## config.mk

```make
export PLATFORM = sky130hd
export DESIGN_NAME = axi_eth_rx
export DESIGN_NICKNAME = d
export VERILOG_FILES = /design/src/rtl/axi_udp_pkg.sv /design/src/rtl/axi_eth_rx.sv
export SDC_FILE = /design/constraint.sdc
export NUM_CORES = 1
export LEC_CHECK = 0
export CAP_MARGIN = 25
export CORE_ASPECT_RATIO = 0.5
export CORE_MARGIN = 2
export CORE_UTILIZATION = 38
export DETAILED_ROUTE_END_ITERATION = 10
export MAX_ROUTING_LAYER = met4
export PLACE_DENSITY = 0.72
export SYNTH_ARGS = -nofsm -noshare
export SYNTH_HDL_FRONTEND = slang
export SYNTH_SLANG_ARGS = --single-unit
```

## constraint.sdc

```tcl
create_clock -name clk -period 5.7 [get_ports clk]
set_input_delay 0.57 -clock clk [delete_from_list [all_inputs] [get_ports clk]]
set_output_delay 0.57 -clock clk [all_outputs]
set_load 0.01 [all_outputs]
```

## src/rtl/axi_udp_pkg.sv

```systemverilog
// Shared types and constants for the Ethernet RX parser (axi_eth_rx).
// Contents: the parser state enum, the packed register record, Ethernet
// header constants, and a saturating counter helper.
package axi_udp_pkg;

    localparam int unsigned ETH_HDR_LEN = 14;
    localparam int unsigned HDR_W       = ETH_HDR_LEN * 8;
    localparam int unsigned IDX_W       = 4;
    localparam int unsigned STAT_W      = 32;

    localparam logic [47:0] ETH_BCAST  = 48'hFFFF_FFFF_FFFF;
    localparam logic [15:0] ETYPE_ARP  = 16'h0806;
    localparam logic [15:0] ETYPE_IPV4 = 16'h0800;

    typedef enum logic [1:0] {
        S_HEADER  = 2'd0,
        S_PAYLOAD = 2'd1,
        S_DROP    = 2'd2
    } rx_state_t;

    // All parser state; hdr holds byte 0 (first dst byte) at the MSB end.
    typedef struct packed {
        rx_state_t        state;
        logic [IDX_W-1:0] idx;
        logic             sel;
        logic [HDR_W-1:0] hdr;
    } rx_reg_t;

    localparam rx_reg_t RX_REG_RST = '{state: S_HEADER, idx: '0, sel: 1'b0, hdr: '0};

    function automatic logic [STAT_W-1:0] sat_inc(input logic [STAT_W-1:0] v);
        return (v == '1) ? v : v + STAT_W'(1);
    endfunction

endpackage

```

## src/rtl/axi_eth_rx.sv

```systemverilog
// Ethernet RX parser/demux. Strips the 14-byte header from the MAC byte
// stream, filters on destination MAC and steers the payload to port0
// (ETYPE0) or port1 (ETYPE1); everything else is consumed and dropped.
// Ports:
//   clk, areset                 clock, synchronous active-high reset
//   mac_axis_*                  received byte stream (tuser = bad frame at tlast)
//   portN_dst_mac/src_mac/ethertype  parsed header of the frame being delivered
//   portN_axis_*                payload stream, zero-latency pass-through
// Optional: define AXI_ETH_RX_STATS_EN to add the saturating frame/drop/runt
// counters stat_rx_frames, stat_rx_drops, stat_rx_runts.
module axi_eth_rx
    import axi_udp_pkg::*;
#(
    parameter logic [23:0] MAC_MSB = 24'h010203,
    parameter logic [23:0] MAC_LSB = 24'h040506,
    parameter logic [15:0] ETYPE0  = ETYPE_ARP,
    parameter logic [15:0] ETYPE1  = ETYPE_IPV4,
    parameter bit          PROMISC = 1'b0
) (
    input  logic        clk,
    input  logic        areset,
    input  logic [7:0]  mac_axis_tdata,
    input  logic        mac_axis_tlast,
    input  logic        mac_axis_tuser,
    input  logic        mac_axis_tvalid,
    output logic        mac_axis_tready,
    output logic [47:0] port0_dst_mac,
    output logic [47:0] port0_src_mac,
    output logic [15:0] port0_ethertype,
    output logic [7:0]  port0_axis_tdata,
    output logic        port0_axis_tlast,
    output logic        port0_axis_tuser,
    output logic        port0_axis_tvalid,
    input  logic        port0_axis_tready,
    output logic [47:0] port1_dst_mac,
    output logic [47:0] port1_src_mac,
    output logic [15:0] port1_ethertype,
    output logic [7:0]  port1_axis_tdata,
    output logic        port1_axis_tlast,
    output logic        port1_axis_tuser,
    output logic        port1_axis_tvalid,
    input  logic        port1_axis_tready
`ifdef AXI_ETH_RX_STATS_EN
    ,
    output logic [31:0] stat_rx_frames,
    output logic [31:0] stat_rx_drops,
    output logic [31:0] stat_rx_runts
`endif
);

    localparam logic [47:0]      OWN_MAC      = {MAC_MSB, MAC_LSB};
    localparam logic [IDX_W-1:0] LAST_HDR_IDX = IDX_W'(ETH_HDR_LEN - 1);

    rx_reg_t     r_q, r_d;
    logic        in_payload;
    logic        last_hdr_byte;
    logic        accept;
    logic        route0;
    logic        route1;
    logic [47:0] dst_live;
    logic [15:0] etype_live;

    // Decision inputs at header byte 13: 13 bytes are registered, byte 13 is live.
    assign last_hdr_byte = (r_q.idx == LAST_HDR_IDX);
    assign dst_live      = r_q.hdr[HDR_W-9 -: 48];
    assign etype_live    = {r_q.hdr[7:0], mac_axis_tdata};
    assign accept        = PROMISC || (dst_live == OWN_MAC) || (dst_live == ETH_BCAST);
    assign route0        = accept && (etype_live == ETYPE0);
    assign route1        = accept && (etype_live == ETYPE1) && !route0;

    // Pass-through is gated during reset so nothing leaks out of an abandoned frame.
    assign in_payload       = (r_q.state == S_PAYLOAD) && !areset;
    assign mac_axis_tready  = in_payload ? (r_q.sel ? port1_axis_tready : port0_axis_tready) : 1'b1;

    assign port0_axis_tdata  = mac_axis_tdata;
    assign port0_axis_tlast  = mac_axis_tlast;
    assign port0_axis_tuser  = mac_axis_tuser;
    assign port0_axis_tvalid = in_payload && !r_q.sel && mac_axis_tvalid;
    assign port1_axis_tdata  = mac_axis_tdata;
    assign port1_axis_tlast  = mac_axis_tlast;
    assign port1_axis_tuser  = mac_axis_tuser;
    assign port1_axis_tvalid = in_payload && r_q.sel && mac_axis_tvalid;

    assign port0_dst_mac   = r_q.hdr[HDR_W-1 -: 48];
    assign port0_src_mac   = r_q.hdr[HDR_W-49 -: 48];
    assign port0_ethertype = r_q.hdr[15:0];
    assign port1_dst_mac   = r_q.hdr[HDR_W-1 -: 48];
    assign port1_src_mac   = r_q.hdr[HDR_W-49 -: 48];
    assign port1_ethertype = r_q.hdr[15:0];

    // State register.
    always_ff @(posedge clk) begin
        if (areset) begin
            r_q <= RX_REG_RST;
        end else begin
            r_q <= r_d;
        end
    end

    // Next-state logic; tready is 1 in S_HEADER/S_DROP, so tvalid is the handshake there.
    always_comb begin
        r_d = r_q;
        unique case (r_q.state)
            S_HEADER: begin
                if (mac_axis_tvalid) begin
                    r_d.hdr = {r_q.hdr[HDR_W-9:0], mac_axis_tdata};
                    if (mac_axis_tlast) begin
                        r_d.idx = '0;
                    end else if (last_hdr_byte) begin
                        r_d.idx = '0;
                        if (route0) begin
                            r_d.state = S_PAYLOAD;
                            r_d.sel   = 1'b0;
                        end else if (route1) begin
                            r_d.state = S_PAYLOAD;
                            r_d.sel   = 1'b1;
                        end else begin
                            r_d.state = S_DROP;
                        end
                    end else begin
                        r_d.idx = r_q.idx + IDX_W'(1);
                    end
                end
            end
            S_PAYLOAD: begin
                if (mac_axis_tvalid && mac_axis_tready && mac_axis_tlast) begin
                    r_d.state = S_HEADER;
                end
            end
            S_DROP: begin
                if (mac_axis_tvalid && mac_axis_tlast) begin
                    r_d.state = S_HEADER;
                end
            end
            default: r_d = RX_REG_RST;
        endcase
    end

`ifdef AXI_ETH_RX_STATS_EN
    logic              hdr_byte;
    logic              frame_ev;
    logic              drop_ev;
    logic              runt_ev;
    logic [STAT_W-1:0] stat_frames_q, stat_frames_d;
    logic [STAT_W-1:0] stat_drops_q, stat_drops_d;
    logic [STAT_W-1:0] stat_runts_q, stat_runts_d;

    assign hdr_byte = (r_q.state == S_HEADER) && mac_axis_tvalid;
    assign frame_ev = in_payload && mac_axis_tvalid && mac_axis_tready && mac_axis_tlast;
    assign runt_ev  = hdr_byte && mac_axis_tlast && !last_hdr_byte;
    // An empty-payload frame counts as a drop even if it would have been routed.
    assign drop_ev  = hdr_byte && last_hdr_byte && (mac_axis_tlast || !(route0 || route1));

    // Saturating event counters.
    always_comb begin
        stat_frames_d = stat_frames_q;
        stat_drops_d  = stat_drops_q;
        stat_runts_d  = stat_runts_q;
        if (frame_ev) stat_frames_d = sat_inc(stat_frames_q);
        if (drop_ev)  stat_drops_d  = sat_inc(stat_drops_q);
        if (runt_ev)  stat_runts_d  = sat_inc(stat_runts_q);
    end

    always_ff @(posedge clk) begin
        if (areset) begin
            stat_frames_q <= '0;
            stat_drops_q  <= '0;
            stat_runts_q  <= '0;
        end else begin
            stat_frames_q <= stat_frames_d;
            stat_drops_q  <= stat_drops_d;
            stat_runts_q  <= stat_runts_d;
        end
    end

    assign stat_rx_frames = stat_frames_q;
    assign stat_rx_drops  = stat_drops_q;
    assign stat_rx_runts  = stat_runts_q;
`endif

endmodule

```

Word level (Yosys, flattened, before mapping) --
Cells that the tools add are included.
Word-level totals: register bits after elaboration 119, input bits 15, output and inout port bits 247, word-level logic and storage cells 56
Cells by class: add/subtract/negate cells 1, equal/unequal tests 13, multiplexer cells 17, bitwise gates (word level) 1, reduce and logical (&&, ||, !) cells 20
Operators by type and width (count):
- case mux 117 bit (2 select lines) | 1
- two-way mux 119 bit | 1
- equality test 48 x 41 -> 1 bit (second input constant) | 1
- equality test 48 bit (second input constant) | 1
- equality test 16 x 12 -> 1 bit (second input constant) | 2
- two-way mux 2 bit | 6
- logical AND 1 bit | 11
- AND reduction 5 bit | 2
- two-way mux 4 bit | 2
- inequality test 2 bit (second input constant) | 4
- two-way mux 1 bit | 6
- case mux 2 bit (3 select lines) | 1
- adder 4 x 1 -> 4 bit (second input constant) | 1
- equality test 4 bit (second input constant) | 1
- zero test 1 bit | 3
- inequality test 3 bit (second input constant) | 1
- equality test 2 x 1 -> 1 bit (second input constant) | 1
- equality test 2 bit (second input constant) | 1
- zero test 2 bit | 1
- inequality test 2 x 1 -> 1 bit (second input constant) | 1
- AND reduction 2 bit | 1
- OR reduction 2 bit | 1
- logical OR 1 bit | 1
- NOT 1 bit | 1

Logic depth before layout (Yosys ltp) --
depth in word-level cells 11, mapped depth 7

Worst setup path before layout --
Ideal clock, no wire load.
path type register to register, start point register r_q[117] (netlist name), end point register r_q, in the netlist port0_src_mac[19], arrival time 1.861 ns, setup slack 3.768 ns, cell stages (with the launch flop) 8, path buffers 2, clock period less this slack 1.932 ns, cell sequence dfxtp_1 > inv_1 > ha_1 > a21oi_1 > buf_2 > buf_1 > nand3_1 > a21oi_1
Between the ends: cells in the longest elaborated chain, start to end 4, elaborated cells on any way between the ends 8
RTL lines:
- from (decl) | line axi_eth_rx.sv:54 | rx_reg_t r_q, r_d;
- from (signal assigned) | line axi_eth_rx.sv:96 | r_q <= r_d;
- equality test 2 x 1 -> 1 bit or equality test 2 bit (tied branches) | line axi_eth_rx.sv:103 | unique case (r_q.state)
- OR reduction 2 bit (no line)
- NOT 1 bit (no line)
- AND reduction 2 bit (no line)
Parallel ways exist; a longest one is shown, timed or not. A chain may end at the register's enable or synchronous reset.

Final worst setup path --
start point register r_q[118] (netlist name), end point output port port0_axis_tvalid
Between the ends: cells in the longest elaborated chain, start to end 4
RTL lines:
- equality test 2 x 1 -> 1 bit | line axi_eth_rx.sv:72 | assign in_payload = (r_q.state == S_PAYLOAD) && !areset;
- logical AND 1 bit | line axi_eth_rx.sv:72
- logical AND 1 bit (2 in a row) | line axi_eth_rx.sv:78 | assign port0_axis_tvalid = in_payload && !r_q.sel && mac_axis_tvalid;
- to (decl) | line axi_eth_rx.sv:33 | output logic port0_axis_tvalid,
No other way between the ends.

==> impl_metrics.xml <==
<?xml version="1.0" encoding="UTF-8"?>
<metrics>
  <group name="clocking">
    <metric name="clock_sink_count" unit="">119</metric>
    <metric name="cts_buffer_count" unit="">17</metric>
    <metric name="clock_latency" unit="ns">0.40</metric>
    <metric name="post_cts_resized" unit="">0</metric>
    <metric name="clk_root_buffer_cell" unit="">sky130_fd_sc_hd__clkbuf_16</metric>
    <metric name="clk_pin_slew" unit="ns">0.05</metric>
    <metric name="post_cts_buffers" unit="">0</metric>
    <metric name="h-tree-depth" unit="">4</metric>
    <metric name="cts-root-to-sink-buffers" unit="">2</metric>
    <metric name="tritoncts_clock_tree" unit="">yes</metric>
    <metric name="hold_buffers" unit="">0</metric>
  </group>
  <group name="synth">
    <metric name="synth_edf_count" unit="">0</metric>
    <metric name="synth_top_cell_area_share" unit="%">36.6</metric>
    <metric name="synth_nets" unit="">853</metric>
    <metric name="ys_warn_count" unit="">0</metric>
    <metric name="post_synth_main_area_contributors" unit="">sky130_fd_sc_hd__dfxtp_1, sky130_fd_sc_hd__buf_4, sky130_fd_sc_hd__nand3_1, sky130_fd_sc_hd__a21oi_1, sky130_fd_sc_hd__nand2_1</metric>
    <metric name="synthesized_instance_count" unit="">833</metric>
    <metric name="synth-seq-area-share" unit="%">36.6</metric>
    <metric name="postSynthRegisterBits" unit="">119</metric>
    <metric name="synthesis.area" unit="mm²">0.00651</metric>
    <metric name="synth_async_sr_flop_share" unit="%">0</metric>
    <metric name="post-synth-top-area-cell" unit="">sky130_fd_sc_hd__dfxtp_1</metric>
    <metric name="synth_top_flop_cell" unit="">sky130_fd_sc_hd__dfxtp_1</metric>
    <metric name="netlist-cell-type-count" unit="">32</metric>
    <metric name="mean_syn_cell_area" unit="µm²">7.82</metric>
  </group>
  <group name="layout">
    <metric name="final_cells" unit="">1061</metric>
    <metric name="stdcell_area" unit="mm²">0.00806</metric>
    <metric name="finalNetCount" unit="">841</metric>
    <metric name="final_common_cell" unit="">sky130_fd_sc_hd__clkdlybuf4s50_1</metric>
    <metric name="areaGrowthSynthToFinish" unit="%">23.8</metric>
    <metric name="finalCoreUtilization" unit="%">48.7</metric>
    <metric name="drive_gt1_share" unit="%">5.28</metric>
    <metric name="antenna-diode-count" unit="">0</metric>
    <metric name="most_used_cells_in_the_layout_excluding_fill_and_tap_cells" unit="">sky130_fd_sc_hd__clkdlybuf4s50_1, sky130_fd_sc_hd__nand2_1, sky130_fd_sc_hd__dfxtp_1</metric>
  </group>
  <group name="floorplanning">
    <metric name="num_io_pins" unit="">262</metric>
    <metric name="initial_core_util" unit="%">39.3</metric>
    <metric name="die_width" unit="µm">189</metric>
    <metric name="fp.dieArea" unit="mm²">0.0183</metric>
    <metric name="core" unit="mm²">0.0166</metric>
    <metric name="std_cell_rows" unit="">33</metric>
    <metric name="die_height" unit="µm">96.6</metric>
  </group>
  <group name="drt">
    <metric name="drt-initial-drc-count" unit="">533</metric>
    <metric name="drc" unit="">0</metric>
    <metric name="drt-vias-per-instance" unit="">4.95</metric>
    <metric name="drt-pass1-iter-count" unit="">7</metric>
    <metric name="per_cell_routed_wire_length" unit="µm">15.7</metric>
    <metric name="total_number_of_vias" unit="">5250</metric>
    <metric name="routed_wirelength" unit="µm">16600</metric>
    <metric name="postRouteAntennaNets" unit="">0</metric>
  </group>
  <group name="sta">
    <metric name="worst_pin_slew" unit="ns">0.894</metric>
    <metric name="fin_setup_tns" unit="ns">0</metric>
    <metric name="finalHoldViolCount" unit="">0</metric>
    <metric name="slew_violations" unit="">0</metric>
    <metric name="worst_slew_margin_rel" unit="%">40.4</metric>
    <metric name="skew" unit="ns">0.00995</metric>
    <metric name="achievable-frequency" unit="MHz">390</metric>
    <metric name="setup_violations" unit="">0</metric>
    <metric name="final_period_minus_worst_setup_slack" unit="ns">2.56</metric>
    <metric name="rsz0062_at_grt" unit="">no</metric>
    <metric name="hold_slack" unit="ns">0.474</metric>
    <metric name="timing.final.crit_share" unit="%">44.9</metric>
  </group>
  <group name="power_and_ir_drop">
    <metric name="p_leak" unit="µW">0.00258</metric>
    <metric name="pwr_density_cell" unit="mW/mm²">254</metric>
    <metric name="vdd_ir_drop_max" unit="V">0.000211</metric>
  </group>
  <group name="job">
    <metric name="timing.max_cap.violations" unit="">0</metric>
  </group>
  <group name="setup_path">
    <metric name="worst-endpoint-arrival" unit="ns">1.99</metric>
    <metric name="reg2reg_depth" unit="">7</metric>
    <metric name="critical_path.startpoint_type" unit="">flop</metric>
    <metric name="reg2reg_capture_point" unit="">r_q[118]$_SDFFE_PP0P_</metric>
    <metric name="end_kind" unit="">output port</metric>
    <metric name="r2r_setup_slack" unit="ns">3.28</metric>
    <metric name="setup.worst_path.class" unit="">flop to output port</metric>
    <metric name="rr_startpoint" unit="">r_q[117]$_SDFFE_PP0P_</metric>
    <metric name="worstPathRequired" unit="ns">5.13</metric>
    <metric name="critPathMaxFanout" unit="">3</metric>
  </group>
  <group name="place">
    <metric name="dpl.hpwl" unit="µm">11500</metric>
    <metric name="placed_cell_area" unit="mm²">0.00744</metric>
    <metric name="placed_cells_incl_taps" unit="">1028</metric>
    <metric name="io_buffers" unit="">258</metric>
    <metric name="finalWeightedCongestion" unit="">0.830</metric>
  </group>
  <group name="worst_hold_path">
    <metric name="worstHoldPathCells" unit="">2</metric>
    <metric name="whs_endpoint" unit="">port0_dst_mac[47]$_SDFFE_PP0P_</metric>
    <metric name="timing.hold.worst.class" unit="">flop to flop</metric>
    <metric name="hold_path.startpoint" unit="">port0_dst_mac[47]$_SDFFE_PP0P_</metric>
  </group>
  <group name="grt">
    <metric name="grt_pass1_wl" unit="µm">24800</metric>
    <metric name="grt_overflow_total" unit="">0</metric>
    <metric name="global_route.usage.total" unit="%">17.7</metric>
    <metric name="initial_antenna_violation_count" unit="">0</metric>
    <metric name="grt_start_max_net_pins" unit="">113</metric>
    <metric name="vias_in_the_first_global_route" unit="">4518</metric>
  </group>
  <group name="status">
    <metric name="outcome" unit="">finished clean</metric>
  </group>
</metrics>
[worst max-delay path by stage]
| stage | startpoint | to | slack, ns | depth (start not counted) |
|---|---|---|---|---|
| final | r_q[118]$_SDFFE_PP0P_ | port0_axis_tvalid | 3.14 | 6 |
| after global routing | r_q[118]$_SDFFE_PP0P_ | port0_axis_tvalid | 3.03 | 6 |
| after CTS | r_q[118]$_SDFFE_PP0P_ | port0_axis_tvalid | 3.11 | 6 |
| after detailed placement | mac_axis_tvalid | r_q[116]$_SDFFE_PP0P_ | 3.05 | 8 |
| after global placement | mac_axis_tvalid | r_q[116]$_SDFFE_PP0P_ | 2.72 | 7 |
| after floorplan | r_q[117]$_SDFFE_PP0P_ | port0_src_mac[19]$_SDFFE_PP0P_ | 3.77 | 7 |
[state kept, by name, summed over array words and instances, names as in the netlist]
register	count
port0_dst_mac	48
port0_ethertype	16
port0_src_mac	48
r_q	7
[layout make-up]
type                            instances  area (µm²)
Fill cell                            1568        8490
Sequential cell                       119        2380
Clock buffer                           17         425
Inverter                                4        15.0
Clock inverter                         15         178
Tap cell                              227         284
Timing Repair Buffer                  263        2660
Multi-Input combinational cell        416        2120
[cells in the mapped netlist, types with 3 or more instances]
| cell type | count |
|---|---|
| sky130_fd_sc_hd__ha_1 | 5 |
| sky130_fd_sc_hd__nor4_1 | 11 |
| sky130_fd_sc_hd__clkbuf_1 | 39 |
| sky130_fd_sc_hd__buf_1 | 9 |
| sky130_fd_sc_hd__nor2_1 | 6 |
| sky130_fd_sc_hd__inv_1 | 4 |
| sky130_fd_sc_hd__a21oi_1 | 115 |
| sky130_fd_sc_hd__buf_4 | 244 |
| sky130_fd_sc_hd__nand2_1 | 120 |
| sky130_fd_sc_hd__nand4_1 | 15 |
| sky130_fd_sc_hd__nand3b_1 | 3 |
| sky130_fd_sc_hd__nand3_1 | 117 |
| sky130_fd_sc_hd__dfxtp_1 | 119 |
[worst max-delay path, cell delays in order, from the launching register on]
cell	delay, ns
sky130_fd_sc_hd__dfxtp_1	0.33
sky130_fd_sc_hd__inv_1	0.12
sky130_fd_sc_hd__ha_1	0.18
sky130_fd_sc_hd__nor2b_1	0.23
sky130_fd_sc_hd__nand2_1	0.08
sky130_fd_sc_hd__nor2_1	0.12
sky130_fd_sc_hd__clkdlybuf4s50_1	0.55
[metal layers]
| layer | part of all wire [%] | track usage, % |
|---|---|---|
| met5 | 0 | - |
| met3 | 5.0 | 2.93 |
| met4 | 0.61 | 4.95 |
| met1 | 45 | 23.3 |
| met2 | 49 | 28.3 |
[logic make-up (layout without fill, tap and decap cells)]
family                     after synthesis  in the layout  synth area share, %
AOI/OAI and AO/OA                      122            122                 9.90
xor gates and xnor gates                 4              4                0.538
adders and majority gates                5              5                0.961
buffers and inverters                  298            299                 31.3
DFF                                    119            119                 36.6
muxes                                    1              1                0.154
and+or+nand+nor                        284            284                 20.6
[metrics by stage]
step | worst slack [ns] | power [µW]
after floorplan | 3.77 | 947
after global placement | 2.72 | 981
after detailed placement | 3.05 | 985
after CTS | 3.11 | 2060
after global routing | 3.03 | 2120
final | 3.14 | 2050
[report_power, final]
group	total [µW]	internal, µW	leakage, µW	switching, µW
combinational	118	51.5	0.00134	66.4
sequential	850	840	0.000961	10.4
clock	1080	688	0.000282	390
total	2050	1580	0.00258	466
(Power assumes the default switching activity.)
